**config.mk**
```make
export PLATFORM = sky130hd
export DESIGN_NAME = pc_redirect_ctrl
export DESIGN_NICKNAME = d
export VERILOG_FILES = /design/src/rtl/pc_redirect_ctrl_pkg.sv /design/src/rtl/ctrl_event_counter.sv /design/src/rtl/pc_redirect_ctrl.sv
export SDC_FILE = /design/constraint.sdc
export NUM_CORES = 1
export LEC_CHECK = 0
export ABC_CLOCK_PERIOD_IN_PS = 1250
export BUFFER_PORTS_ARGS = -buffer_cell sky130_fd_sc_hd__buf_2
export CAP_MARGIN = 30
export CORE_MARGIN = 2
export CORE_UTILIZATION = 34
export DETAILED_ROUTE_END_ITERATION = 6
export PLACE_DENSITY = 0.7
export SETUP_SLACK_MARGIN = 0.1
export SLEW_MARGIN = 20
export SYNTH_ARGS = -nofsm -noshare
export SYNTH_HDL_FRONTEND = slang
export SYNTH_HIERARCHICAL = 1
export SYNTH_SLANG_ARGS = --single-unit
```
**constraint.sdc**
```tcl
create_clock -name CLK -period 1.25 [get_ports CLK]
set_clock_uncertainty 0.05 [all_clocks]
set_input_delay 0.0625 -clock CLK [delete_from_list [all_inputs] [get_ports CLK]]
set_output_delay 0.0625 -clock CLK [all_outputs]
set_load 0.01 [all_outputs]
```
**src/rtl/pc_redirect_ctrl_pkg.sv**
```systemverilog
// Shared encodings for the PC redirect controller: PC source select, FSM states
// and held-redirect kinds.
package pc_redirect_ctrl_pkg;

  localparam logic [1:0] PC_SRC_NORMAL = 2'b00;
  localparam logic [1:0] PC_SRC_BRANCH = 2'b01;
  localparam logic [1:0] PC_SRC_JUMP   = 2'b11;

  typedef enum logic {
    ST_RUN  = 1'b0,
    ST_HOLD = 1'b1
  } state_t;

  typedef enum logic {
    HOLD_BRANCH = 1'b0,
    HOLD_JUMP   = 1'b1
  } hold_kind_t;

endpackage

```
**src/rtl/ctrl_event_counter.sv**
```systemverilog
// Enable counter with synchronous active-high reset; wraps modulo 2^CNT_W.
// Only present in builds with PC_REDIRECT_STATS_EN defined.
`ifdef PC_REDIRECT_STATS_EN
module ctrl_event_counter #(
  parameter int unsigned CNT_W = 16
) (
  input  logic             CLK,
  input  logic             Reset,
  input  logic             en,
  output logic [CNT_W-1:0] count
);

  always_ff @(posedge CLK) begin
    if (Reset)   count <= '0;
    else if (en) count <= count + 1'b1;
  end

endmodule
`endif

```
**src/rtl/pc_redirect_ctrl.sv**
```systemverilog
// PC / front-end sequencing: branch/jump redirect arbitration, stalls, and
// replay of redirects that arrive during ext_stall. Stats via PC_REDIRECT_STATS_EN.
module pc_redirect_ctrl
  import pc_redirect_ctrl_pkg::*;
#(
  parameter int unsigned ADDR_W = 32,
  parameter int unsigned CNT_W  = 16
) (
  input  logic              CLK,
  input  logic              Reset,
  input  logic              hazard_stall,
  input  logic              ext_stall,
  input  logic              branch_req,
  input  logic [ADDR_W-1:0] branch_target,
  input  logic              jump_req,
  input  logic [ADDR_W-1:0] jump_target,
  output logic              pc_write,
  output logic [1:0]        pc_src,
  output logic [ADDR_W-1:0] redirect_target,
  output logic              ifid_write,
  output logic              ifid_flush,
  output logic              idex_flush,
  output logic              pending,
  output logic [CNT_W-1:0]  redirect_count,
  output logic [CNT_W-1:0]  stall_count
);

  state_t            state_q;
  hold_kind_t        hold_kind_q;
  logic [ADDR_W-1:0] hold_target_q;

  always_ff @(posedge CLK) begin
    if (Reset) begin
      state_q       <= ST_RUN;
      hold_kind_q   <= HOLD_BRANCH;
      hold_target_q <= '0;
    end else begin
      case (state_q)
        ST_RUN: begin
          if (ext_stall && (branch_req || jump_req)) begin
            state_q       <= ST_HOLD;
            hold_kind_q   <= branch_req ? HOLD_BRANCH : HOLD_JUMP;
            hold_target_q <= branch_req ? branch_target : jump_target;
          end
        end
        ST_HOLD: begin
          if (!ext_stall) begin
            state_q <= ST_RUN;
          end else if (branch_req) begin
            hold_kind_q   <= HOLD_BRANCH;
            hold_target_q <= branch_target;
          end
        end
        default: state_q <= ST_RUN;
      endcase
    end
  end

  assign pending = (state_q == ST_HOLD);

  // Mealy outputs; Reset forces the normal-RUN values.
  always_comb begin
    pc_write        = 1'b1;
    ifid_write      = 1'b1;
    ifid_flush      = 1'b0;
    idex_flush      = 1'b0;
    pc_src          = PC_SRC_NORMAL;
    redirect_target = '0;
    if (!Reset) begin
      if (ext_stall) begin
        pc_write   = 1'b0;
        ifid_write = 1'b0;
      end else if (state_q == ST_HOLD) begin
        ifid_flush      = 1'b1;
        redirect_target = hold_target_q;
        if (hold_kind_q == HOLD_BRANCH) begin
          pc_src     = PC_SRC_BRANCH;
          idex_flush = 1'b1;
        end else begin
          pc_src = PC_SRC_JUMP;
        end
      end else if (branch_req) begin
        pc_src          = PC_SRC_BRANCH;
        redirect_target = branch_target;
        ifid_flush      = 1'b1;
        idex_flush      = 1'b1;
      end else if (jump_req) begin
        pc_src          = PC_SRC_JUMP;
        redirect_target = jump_target;
        ifid_flush      = 1'b1;
      end else if (hazard_stall) begin
        pc_write   = 1'b0;
        ifid_write = 1'b0;
        idex_flush = 1'b1;
      end
    end
  end

`ifdef PC_REDIRECT_STATS_EN
  // A non-normal pc_src marks exactly the redirect-issuing cycles.
  ctrl_event_counter #(.CNT_W(CNT_W)) u_redirect_cnt (
    .CLK   (CLK),
    .Reset (Reset),
    .en    (pc_src != PC_SRC_NORMAL),
    .count (redirect_count)
  );

  ctrl_event_counter #(.CNT_W(CNT_W)) u_stall_cnt (
    .CLK   (CLK),
    .Reset (Reset),
    .en    (!pc_write),
    .count (stall_count)
  );
`else
  assign redirect_count = '0;
  assign stall_count    = '0;
`endif

endmodule

```
# After elaboration in Yosys (flattened, before gate mapping)
# Index checks and enable logic that the tools add are counted.
# classes
n_bitwise	1
muxes	42
eq_ne	3
n_reduce_logical	3
# ops
operator	count
$mux W32	9
$pmux W32 S2	1
$mux W1	24
$mux W2	6
$ne A2 B2 Y1 const B	3
$pmux W1 S2	2
$reduce_and A3 Y1	1
$logic_and A1 B1 Y1	1
$logic_or A1 B1 Y1	1
$not A1 Y1	1
# totals
inputBits	70
register_bits	34
wordCells	52
output_inout_bits	71

# Depth between registers and ports, before layout
# Gate-level depths: netlist of run 1.
# depth
word_depth	6
mapped_depth	7
depth_no_buf	3

# Worst setup path after synthesis of run 1
# OpenSTA, ideal clock, no wires.
# synth_timing
path_type	reg2out
start	register state_q (netlist: pending)
end	output port pc_write
stages_incl_launch_ff	6
n_path_buf	3
setup_slack_ns	-0.193
t_arrival_ns	1.331
required_ns	1.138
cell_sequence	dfxtp_1 > buf_4 > buf_2 > nor3_1 > o21bai_1 > buf_4
# synth_via
elab_chain_cells	3
# synth_rtl
item	line_no	text
start, declared	pc_redirect_ctrl.sv:28	state_t state_q;
start signal, assigned	pc_redirect_ctrl.sv:34	state_q <= ST_RUN;
start signal, assigned	pc_redirect_ctrl.sv:41	state_q <= ST_HOLD;
start signal, assigned	pc_redirect_ctrl.sv:48	state_q <= ST_RUN;
$mux W1 (3 in series)	-	
end, declared	pc_redirect_ctrl.sv:17	output logic pc_write,
# Every way passes these cells.

# Worst setup path after layout of run 1
# layout_timing
start	register state_q (netlist: pending)
end	output port redirect_target[2]
# layout_via
elab_chain_cells	3
# layout_rtl
item	line_no	text
$mux W32	pc_redirect_ctrl.sv:73	end else if (state_q == ST_HOLD) begin
$mux W32	pc_redirect_ctrl.sv:70	if (ext_stall) begin
$mux W32	pc_redirect_ctrl.sv:69	if (!Reset) begin
end, declared	pc_redirect_ctrl.sv:19	output logic [ADDR_W-1:0] redirect_target,
# Every way passes these cells.

==> results of run 1 <==
-- logic make-up (layout without fill, tap and decap cells) --
kind of cell    count (synthesis)  after routing  share of synthesized area
simple gates                   77             77                     0.1361
buf+inv                        75            171                     0.1758
mux                            66             66                     0.2511
compound gates                 57             57                     0.1872
flops                          34             34                     0.2484
other cells                     1             32                   0.001369
-- Yosys cell counts (5+ instances only) --
| cell | count |
|---|---|
| buf_2 | 13 |
| mux2i_1 | 44 |
| nor2b_1 | 12 |
| o221a_2 | 10 |
| nor3_1 | 12 |
| dfxtp_1 | 34 |
| nor2_1 | 45 |
| buf_6 | 7 |
| buf_4 | 35 |
| a21oi_1 | 10 |
| mux2_2 | 22 |
| clkbuf_1 | 7 |
| a221oi_1 | 28 |
| a221oi_2 | 5 |
| inv_1 | 12 |
-- area by class of cell --
cell class	count	area share
repair buffers	152	0.2775
flip-flops and latches	34	0.1536
well taps	102	0.02864
clock buffers	7	0.01713
multi-input cells	232	0.5119
inverters	12	0.01123
-- sequential cells by signal, indices dropped and copies added (netlist names) --
register,count
hold_target_q,32
hold_kind_q,1
pending,1
-- power groups by stage --
stage	combinational [mW]	sequential, mW	clock, mW
after global routing	1.58	1.26	0.831
final	1.48	1.25	0.780
after floorplan	0.778	1.24	0
after CTS	1.33	1.24	0.798
after global placement	1.01	1.25	0
after detailed placement	1.04	1.25	0
-- worst paths after layout --
| check | to | cells past startpoint | startpoint | slack [ns] |
|---|---|---|---|---|
| max | redirect_target[2] | 4 | pending | -0.34 |
| min | hold_target_q[28] | 2 | jump_target[28] | 0.03 |
| max reg2reg | hold_target_q[18] | 7 | pending | -0.29 |
| min reg2reg | hold_kind_q | 2 | hold_kind_q | 0.45 |
-- critical path, stage by stage (launching register included) --
cell and delay, ns:
dfxtp_4 0.40, buf_8 0.23, mux2i_1 0.36, nor2_4 0.07, buf_6 0.13
-- per-layer routing --
layer  global-route usage  part of all wire  routed length, µm
met5                    0                 0                  0
met4              0.03502             0.013                113
met3              0.02568             0.051                460
met2               0.3720              0.52               4633
met1               0.2448              0.42               3741
-- metrics by stage --
stage / hold slack, ns / TNS, ns
after floorplan: 0.1658 / -0.2171
after global placement: 0.3131 / -6.128
after detailed placement: 0.3174 / -6.889
after CTS: 0.01823 / -15.64
after global routing: 0.02792 / -21.39
final: 0.02719 / -18.12
-- what timing repair did --
action                                  in CTS  in global routing
pin swaps                                   29                  7
setup buffers                                8                  4
endpoints found under the setup margin      71                 72
gates cloned                                 5                  1
resized for setup                           84                 37
==> flow_metrics.py, run 1 <==
metrics = {
    "synth": {
        "ys_seq_elements": 34,
        "synth.largest_area_cell": "dfxtp_1",
        "async_flop_share": 0,
        "synth_area_leaders": "dfxtp_1 (25%), mux2i_1 (16%), buf_4 (9.6%)",
        "synth_cells": 310,
        "synth.distinct_cells": 29,
        "synth_flop_cell": "dfxtp_1",
        "syn_area_mm2": 0.002740,
        "syn_avg_cell_area_um2": 8.839,
        "yosysWarnings": 6,
        "synth.yosys.seq_area_share": 0.2484,
        "synth_top_cell_area_share": 0.2484,
        "synth_edf_count": 0,
    },
    "detailed_routing": {
        "drtIter0Drc": 62,
        "vias_per_cell": 5.143,
        "wl_per_cell_um": 16.60,
        "first_pass_iters": 4,
        "num_vias": 2772,
        "drc_errors": 0,
        "ant_nets": 0,
        "routed_wl_mm": 8.948,
    },
    "global_route": {
        "gr-total-overflow": 0,
        "grt_first_pass_wirelength_mm": 13.82,
        "antenna_found_initial": 0,
        "grt_util_all_layers": 0.1991,
        "grt_pass1_vias": 2822,
        "grt_max_degree": 36,
    },
    "clocking": {
        "h-tree-depth": 2,
        "hold_buffers": 0,
        "clkSinkCount": 34,
        "cts_buffers": 5,
        "clockBufferDepth": 2,
        "path_clk_slew_ns": 0.07,
        "cts_tree": "built",
        "cts-root-buf": "clkbuf_8",
        "worstSkewPairLatency_ns": 0.28,
    },
    "floorplanning": {
        "coreArea_mm2": 0.007767,
        "rows": 32,
        "start_util": 0.3528,
        "dieArea_mm2": 0.008794,
        "top_level_ports": 141,
        "die_h_um": 93.78,
        "die_x_um": 93.78,
    },
    "pwr": {
        "p_sw_mw": 1.189,
        "intPower_mw": 2.312,
        "vdd_drop_max_uv": 404.3,
        "power_density_mw_per_mm2": 785.7,
        "power.leakage_nw": 1.915,
        "clkPwrFrac": 0.223,
        "power_mw": 3.501,
        "p_sw_frac": 0.3396,
        "seqPwrFrac": 0.356,
        "share_comb_of_total_power": 0.421,
    },
    "setup_path": {
        "cp_max_fo": 17,
        "cp.required_ns": 1.14,
        "end_kind": "primary output",
        "start_kind": "register",
        "cp.arrival_ns": 1.48,
        "crit_type": "reg -> out",
    },
    "sta": {
        "period_needed_ns": 1.589,
        "finalCritPeriodShare": 1.271,
        "relSlewSlack": 0.6309,
        "rsz0062_at_grt": "yes",
        "hold_viol_final": 0,
        "slew_violations": 0,
        "worstMarginPinSlew_ns": 0.5525,
        "max_clock_freq_mhz": 629.3,
        "setup_viol": 71,
        "worst_slack_ns": -0.3392,
    },
    "finish": {
        "area.growth.synth_to_final_pct": 62.60,
        "fillers": 682,
        "fin_cells": 539,
        "layout_commonest_cell": "buf_2",
        "nets": 507,
        "layout_common_cells": "buf_2 (90), dfxtp_1 (33), conb_1 (32)",
        "post-route-util": 0.5736,
        "fin_area_mm2": 0.004456,
        "diodes": 0,
        "multi_input_area_mm2": 0.002281,
        "drive_gt1_frac": 0.6453,
        "register_area_um2": 684.4,
    },
    "run_status": {
        "run_status": "finished with violations",
        "failed_checks": "negative setup slack",
    },
    "place": {
        "dpl_cell_area_mm2": 0.003482,
        "dp_cells": 514,
        "io_buffers": 108,
        "gp_congestion": 0.7065,
        "dpl.hpwl_mm": 5.520,
        "post-place-ws_ns": -0.2875,
    },
    "job": {
        "maxCapViolations": 0,
    },
    "hold_path": {
        "hp-class": "in -> reg",
    },
}
(Power assumes the default switching activity.)
==> run 2, diff against run 1 <==
Settings changed: CTS_BUF_LIST set to sky130_fd_sc_hd__clkbuf_8.
==> run 2 against run 1 <==
  * The flow still finishes with violations (negative setup slack)
  * Flip-flop and latch count unchanged
  * First-iteration DRC count increased by 26%
  * Worst setup slack better by 0.013 ns
  * Via count shrank 0.40%
  * Cell count shrank 0.56%
  * Largest power group unchanged
==> flow_metrics.py, run 2 (synthesized netlist as in run 1, its figures left out) <==
metrics = {
    "floorplanning": {
        "coreArea_mm2": 0.007767,
        "dieArea_mm2": 0.008794,
        "top_level_ports": 141,
        "die_x_um": 93.78,
        "die_h_um": 93.78,
        "start_util": 0.3528,
        "rows": 32,
    },
    "clocking": {
        "cts_tree": "built",
        "hold_buffers": 0,
        "cts_buffers": 5,
        "path_clk_slew_ns": 0.07,
        "cts-root-buf": "clkbuf_8",
        "h-tree-depth": 2,
        "clkSinkCount": 34,
        "clockBufferDepth": 2,
        "worstSkewPairLatency_ns": 0.28,
    },
    "sta": {
        "worstMarginPinSlew_ns": 0.5530,
        "worst_slack_ns": -0.3262,
        "setup_viol": 71,
        "slew_violations": 0,
        "hold_viol_final": 0,
        "rsz0062_at_grt": "yes",
        "finalCritPeriodShare": 1.261,
        "period_needed_ns": 1.576,
        "holdWs_ns": 0.02686,
        "relSlewSlack": 0.6305,
        "max_clock_freq_mhz": 634.5,
    },
    "finish": {
        "layout_common_cells": "buf_2 (90), dfxtp_1 (33), conb_1 (32)",
        "area.growth.synth_to_final_pct": 61.00,
        "layout_commonest_cell": "buf_2",
        "fin_area_mm2": 0.004412,
        "diodes": 0,
        "largest_register_ff_count": 32,
        "regMostFlops": "hold_target_q",
        "drive_gt1_frac": 0.6359,
        "fin_cells": 536,
        "nets": 504,
    },
    "pwr": {
        "power_density_mw_per_mm2": 785.2,
        "share_comb_of_total_power": 0.419,
        "clkPwrFrac": 0.221,
        "p_sw_frac": 0.3426,
        "vdd_drop_max_uv": 398.3,
        "power.leakage_nw": 1.909,
        "power_mw": 3.464,
        "p_sw_mw": 1.187,
        "seqPwrFrac": 0.360,
        "intPower_mw": 2.277,
    },
    "setup_path": {
        "end_kind": "primary output",
        "cp.required_ns": 1.14,
        "timing.rr.start": "pending",
        "cp_slowest_cell": "dfxtp_4",
        "cpPeakStageDelay_ns": 0.40,
        "crit_chain": "buf_8 > mux2i_1 > nor2_4 > buf_6",
        "start_kind": "register",
        "crit_type": "reg -> out",
        "timing.critical_path.from": "pending",
        "cp.arrival_ns": 1.46,
        "cp_max_fo": 17,
    },
    "detailed_routing": {
        "routed_wl_mm": 8.951,
        "wl_per_cell_um": 16.70,
        "wl_met1_mm": 3.714,
        "wl_met3_um": 474,
        "first_pass_iters": 4,
        "num_vias": 2761,
        "top_layer_used": "met4",
        "ant_nets": 0,
        "drtIter0Drc": 78,
        "dr_wl_met2_mm": 4.663,
        "drc_errors": 0,
        "vias_per_cell": 5.151,
    },
    "hold_path": {
        "hp-class": "in -> reg",
        "hold_start": "jump_target[28]",
    },
    "place": {
        "dpl_cell_area_mm2": 0.003482,
        "gp_congestion": 0.7065,
        "dpl.hpwl_mm": 5.520,
        "io_buffers": 108,
        "dp_cells": 514,
    },
    "global_route": {
        "antenna_found_initial": 0,
        "gr-total-overflow": 0,
        "grt_pass1_vias": 2825,
        "grt_util_all_layers": 0.1990,
        "grt_max_degree": 36,
        "grt_first_pass_wirelength_mm": 13.82,
    },
    "run_status": {
        "run_status": "finished with violations",
        "failed_checks": "negative setup slack",
    },
    "job": {
        "maxCapViolations": 0,
    },
}
run 2: cell types whose count changed in the layout (fill, tap and decap cells not counted), sizes merged:
| cell | delta |
|---|---|
| clkbuf | -2 |
| inv | +2 |
| buf | -3 |
run 2: layout make-up:
| cell class | instances | area (µm²) |
|---|---|---|
| clock buffer | 5 | 68.82 |
| clock inverter | 2 | 7.507 |
| fill | 687 | 3356 |
| inverter | 12 | 50.05 |
| multi-input combinational | 232 | 2272 |
| sequential | 34 | 684.4 |
| tap | 102 | 127.6 |
| timing repair buffer | 149 | 1201 |
run 2: worst max-delay path, delay by kind of cell, from the launching register on:
kind,cells,cell delay (ns)
simple gates,1,0.07
mux,1,0.35
flops,1,0.40
buf+inv,2,0.35
run 2: stage by stage:
stage	util	TNS (ns)	setup slack [ns]
5_1_grt	0.5680	-21.01	-0.3651
6_report	0.5680	-17.76	-0.3262
3_5_place_dp	0.4483	-6.889	-0.2875
2_1_floorplan	-	-0.2171	-0.01800
4_1_cts	0.5343	-15.30	-0.2685
3_3_place_gp	0.4483	-6.128	-0.2301
run 2: routing by layer:
metal,GRT usage,vias up
met2,0.3720,115
li1,-,1318
met1,0.2443,1319
met3,0.02568,9
met5,0,-
met4,0.03502,0
run 2: power groups by stage:
stage / Sequential (mW) / Combinational (mW) / Clock (mW)
global route: 1.26 / 1.56 / 0.815
floorplan: 1.24 / 0.778 / 0
global placement: 1.25 / 1.01 / 0
finish: 1.25 / 1.45 / 0.765
detailed placement: 1.25 / 1.04 / 0
CTS: 1.24 / 1.32 / 0.783
run 2: path summary, 6_finish.rpt:
kind / end / slack, ns / cells after the start
worst max-delay path: redirect_target[2] / -0.33 / 4
worst min-delay path: hold_target_q[28] / 0.03 / 2
worst max register to register: hold_target_q[25] / -0.28 / 6
worst min register to register: hold_kind_q / 0.45 / 2
run 2: timing repair:
item,in CTS,in global routing
gates cloned,5,1
resized for setup,83,35
setup endpoints to repair,71,72
setup buffers,7,2
pin swaps,28,4
==> run 3, diff against run 2 <==
Settings changed: SETUP_SLACK_MARGIN 0.1 to unset.
==> run 3 against run 2 <==
  * The flow still finishes with violations (negative setup slack)
  * Clock power is 12% higher
  * Critical endpoint is now redirect_target[9]
  * Wire length is 11% lower
  * Critical path depth is 1 higher
  * Combinational power is 21% lower
  * Largest power group is now sequential cells
  * Sequential power hardly changed
  * Register-to-register slack better by 0.11 ns
  * Utilization is 7.7 points lower
==> flow_metrics.py, run 3 (synthesized netlist as in run 1, its figures left out) <==
metrics = {
    "finish": {
        "area.growth.synth_to_final_pct": 39.04,
        "nets": 492,
        "diodes": 0,
        "post-route-util": 0.4905,
        "drive_gt1_frac": 0.5083,
        "regMostFlops": "hold_target_q",
        "layout_common_cells": "buf_2 (108), mux2i_1 (35), nor2_1 (35)",
        "layout_commonest_cell": "buf_2",
        "fillers": 736,
        "largest_register_ff_count": 32,
    },
    "place": {
        "dpl.hpwl_mm": 5.378,
        "gp_congestion": 0.7605,
        "io_buffers": 108,
        "post-place-ws_ns": -0.2668,
    },
    "sta": {
        "slew_violations": 0,
        "worst_slack_ns": -0.2708,
        "period_needed_ns": 1.521,
        "holdWs_ns": 0.04050,
        "max_clock_freq_mhz": 657.5,
        "setup_viol": 70,
        "rsz0062_at_grt": "yes",
        "hold_viol_final": 0,
        "finalCritPeriodShare": 1.217,
    },
    "setup_path": {
        "crit_type": "reg -> out",
        "start_kind": "register",
        "r2r_slack_ns": -0.17,
        "timing.rr.start": "pending",
        "cp.arrival_ns": 1.41,
        "cp_max_fo": 14,
        "regToRegEndpoint": "hold_target_q[11]",
        "cp.required_ns": 1.14,
        "rr_worst_depth": 6,
        "end_kind": "primary output",
    },
    "job": {
        "maxCapViolations": 0,
    },
    "global_route": {
        "antenna_found_initial": 0,
        "gr-total-overflow": 0,
        "grt_util_all_layers": 0.1746,
        "grt_max_degree": 36,
        "grt_pass1_vias": 2542,
        "grt_first_pass_wirelength_mm": 12.23,
    },
    "pwr": {
        "share_comb_of_total_power": 0.355,
        "seqPwrFrac": 0.382,
        "vdd_drop_max_uv": 372.3,
        "intPower_mw": 2.193,
        "p_sw_mw": 1.052,
        "power_mw": 3.245,
        "power.leakage_nw": 1.727,
        "p_sw_frac": 0.3241,
        "power_density_mw_per_mm2": 851.7,
        "clkPwrFrac": 0.264,
    },
    "floorplanning": {
        "die_h_um": 93.78,
        "coreArea_mm2": 0.007767,
        "start_util": 0.3528,
        "rows": 32,
        "top_level_ports": 141,
        "die_x_um": 93.78,
        "dieArea_mm2": 0.008794,
    },
    "detailed_routing": {
        "first_pass_iters": 4,
        "routed_wl_mm": 7.966,
        "num_vias": 2653,
        "drc_errors": 0,
        "wl_per_cell_um": 15.17,
        "drtIter0Drc": 47,
        "ant_nets": 0,
        "vias_per_cell": 5.053,
    },
    "hold_path": {
        "hp-class": "in -> reg",
        "hold_start": "jump_target[27]",
        "min_to": "hold_target_q[27]",
        "whs_path_depth": 2,
    },
    "clocking": {
        "cts_tree": "built",
        "cts-root-buf": "clkbuf_8",
        "h-tree-depth": 2,
        "clockBufferDepth": 2,
        "path_clk_slew_ns": 0.07,
        "cts_buffers": 5,
        "hold_buffers": 0,
        "clkSinkCount": 34,
        "worstSkewPairLatency_ns": 0.27,
    },
    "run_status": {
        "run_status": "finished with violations",
        "failed_checks": "negative setup slack",
    },
}
## run 3: cell types whose count changed in the layout (fill, tap and decap cells not counted), moves of 8 or more
cell,previous run,this run
a221oi_1,6,24
o221a_2,10,0
a221oi_2,21,9
buf_2,90,108
nor2_1,23,35
buf_6,24,4
nor2_4,17,0
mux2i_1,27,35
o221a_4,0,10
nor3_2,11,1
nor3_1,0,10
## run 3: area by class of cell
cell class,count,area (µm²),area share
clock buffer,6,82.58,0.02167
clock inverter,2,12.51,0.003284
inverter,12,45.04,0.01182
multi-input combinational,233,1957,0.5136
sequential,34,684.4,0.1796
tap,102,127.6,0.03350
timing repair buffer,136,900.9,0.2365
## run 3: worst max-delay path, stage by stage (launching register included)
cell	delay, ns
dfxtp_4	0.38
nor3_2	0.06
or2_4	0.27
buf_12	0.16
nor2_1	0.12
buf_2	0.14
## run 3: timing repair
item / 4_1_cts / 5_1_grt
endpoints found under the setup margin: 71 / 71
buffers inserted: 6 / 0
resized for setup: 32 / 30
gates cloned: 2 / 0
pin swaps: 18 / 3
## run 3: through the flow
| step | TNS [ns] | cell area, µm² | instances |
|---|---|---|---|
| floorplan | -0.2174 | 2872 | 341 |
| global placement | -5.811 | 3322 | 509 |
| detailed placement | -6.347 | 3322 | 509 |
| CTS | -12.91 | 3661 | 525 |
| global route | -17.16 | 3810 | 525 |
| finish | -12.51 | 3810 | 525 |
## run 3: how the worst max path moves through the flow
stage	to	slack (ns)	startpoint
after global placement	redirect_target[30]	-0.24	branch_req
after global routing	redirect_target[9]	-0.35	pending
final	redirect_target[9]	-0.27	pending
after CTS	redirect_target[20]	-0.26	pending
after detailed placement	redirect_target[31]	-0.27	branch_req
after floorplan	hold_target_q[18]	-0.02	pending
## run 3: power groups by stage
stage,sequential [mW],clock [mW],combinational [mW]
after floorplan,1.24,0,0.716
after global placement,1.25,0,0.937
after detailed placement,1.26,0,0.964
after CTS,1.23,0.887,1.08
after global routing,1.25,0.943,1.25
final,1.24,0.856,1.15
## run 3: layer usage
layer  GRT usage  wire (µm)  vias up
li1            -          -     1292
met1      0.2099       3328     1277
met2      0.3262       4226       82
met3     0.02809        388        2
met4     0.03382         22        0
met5           0          0        -
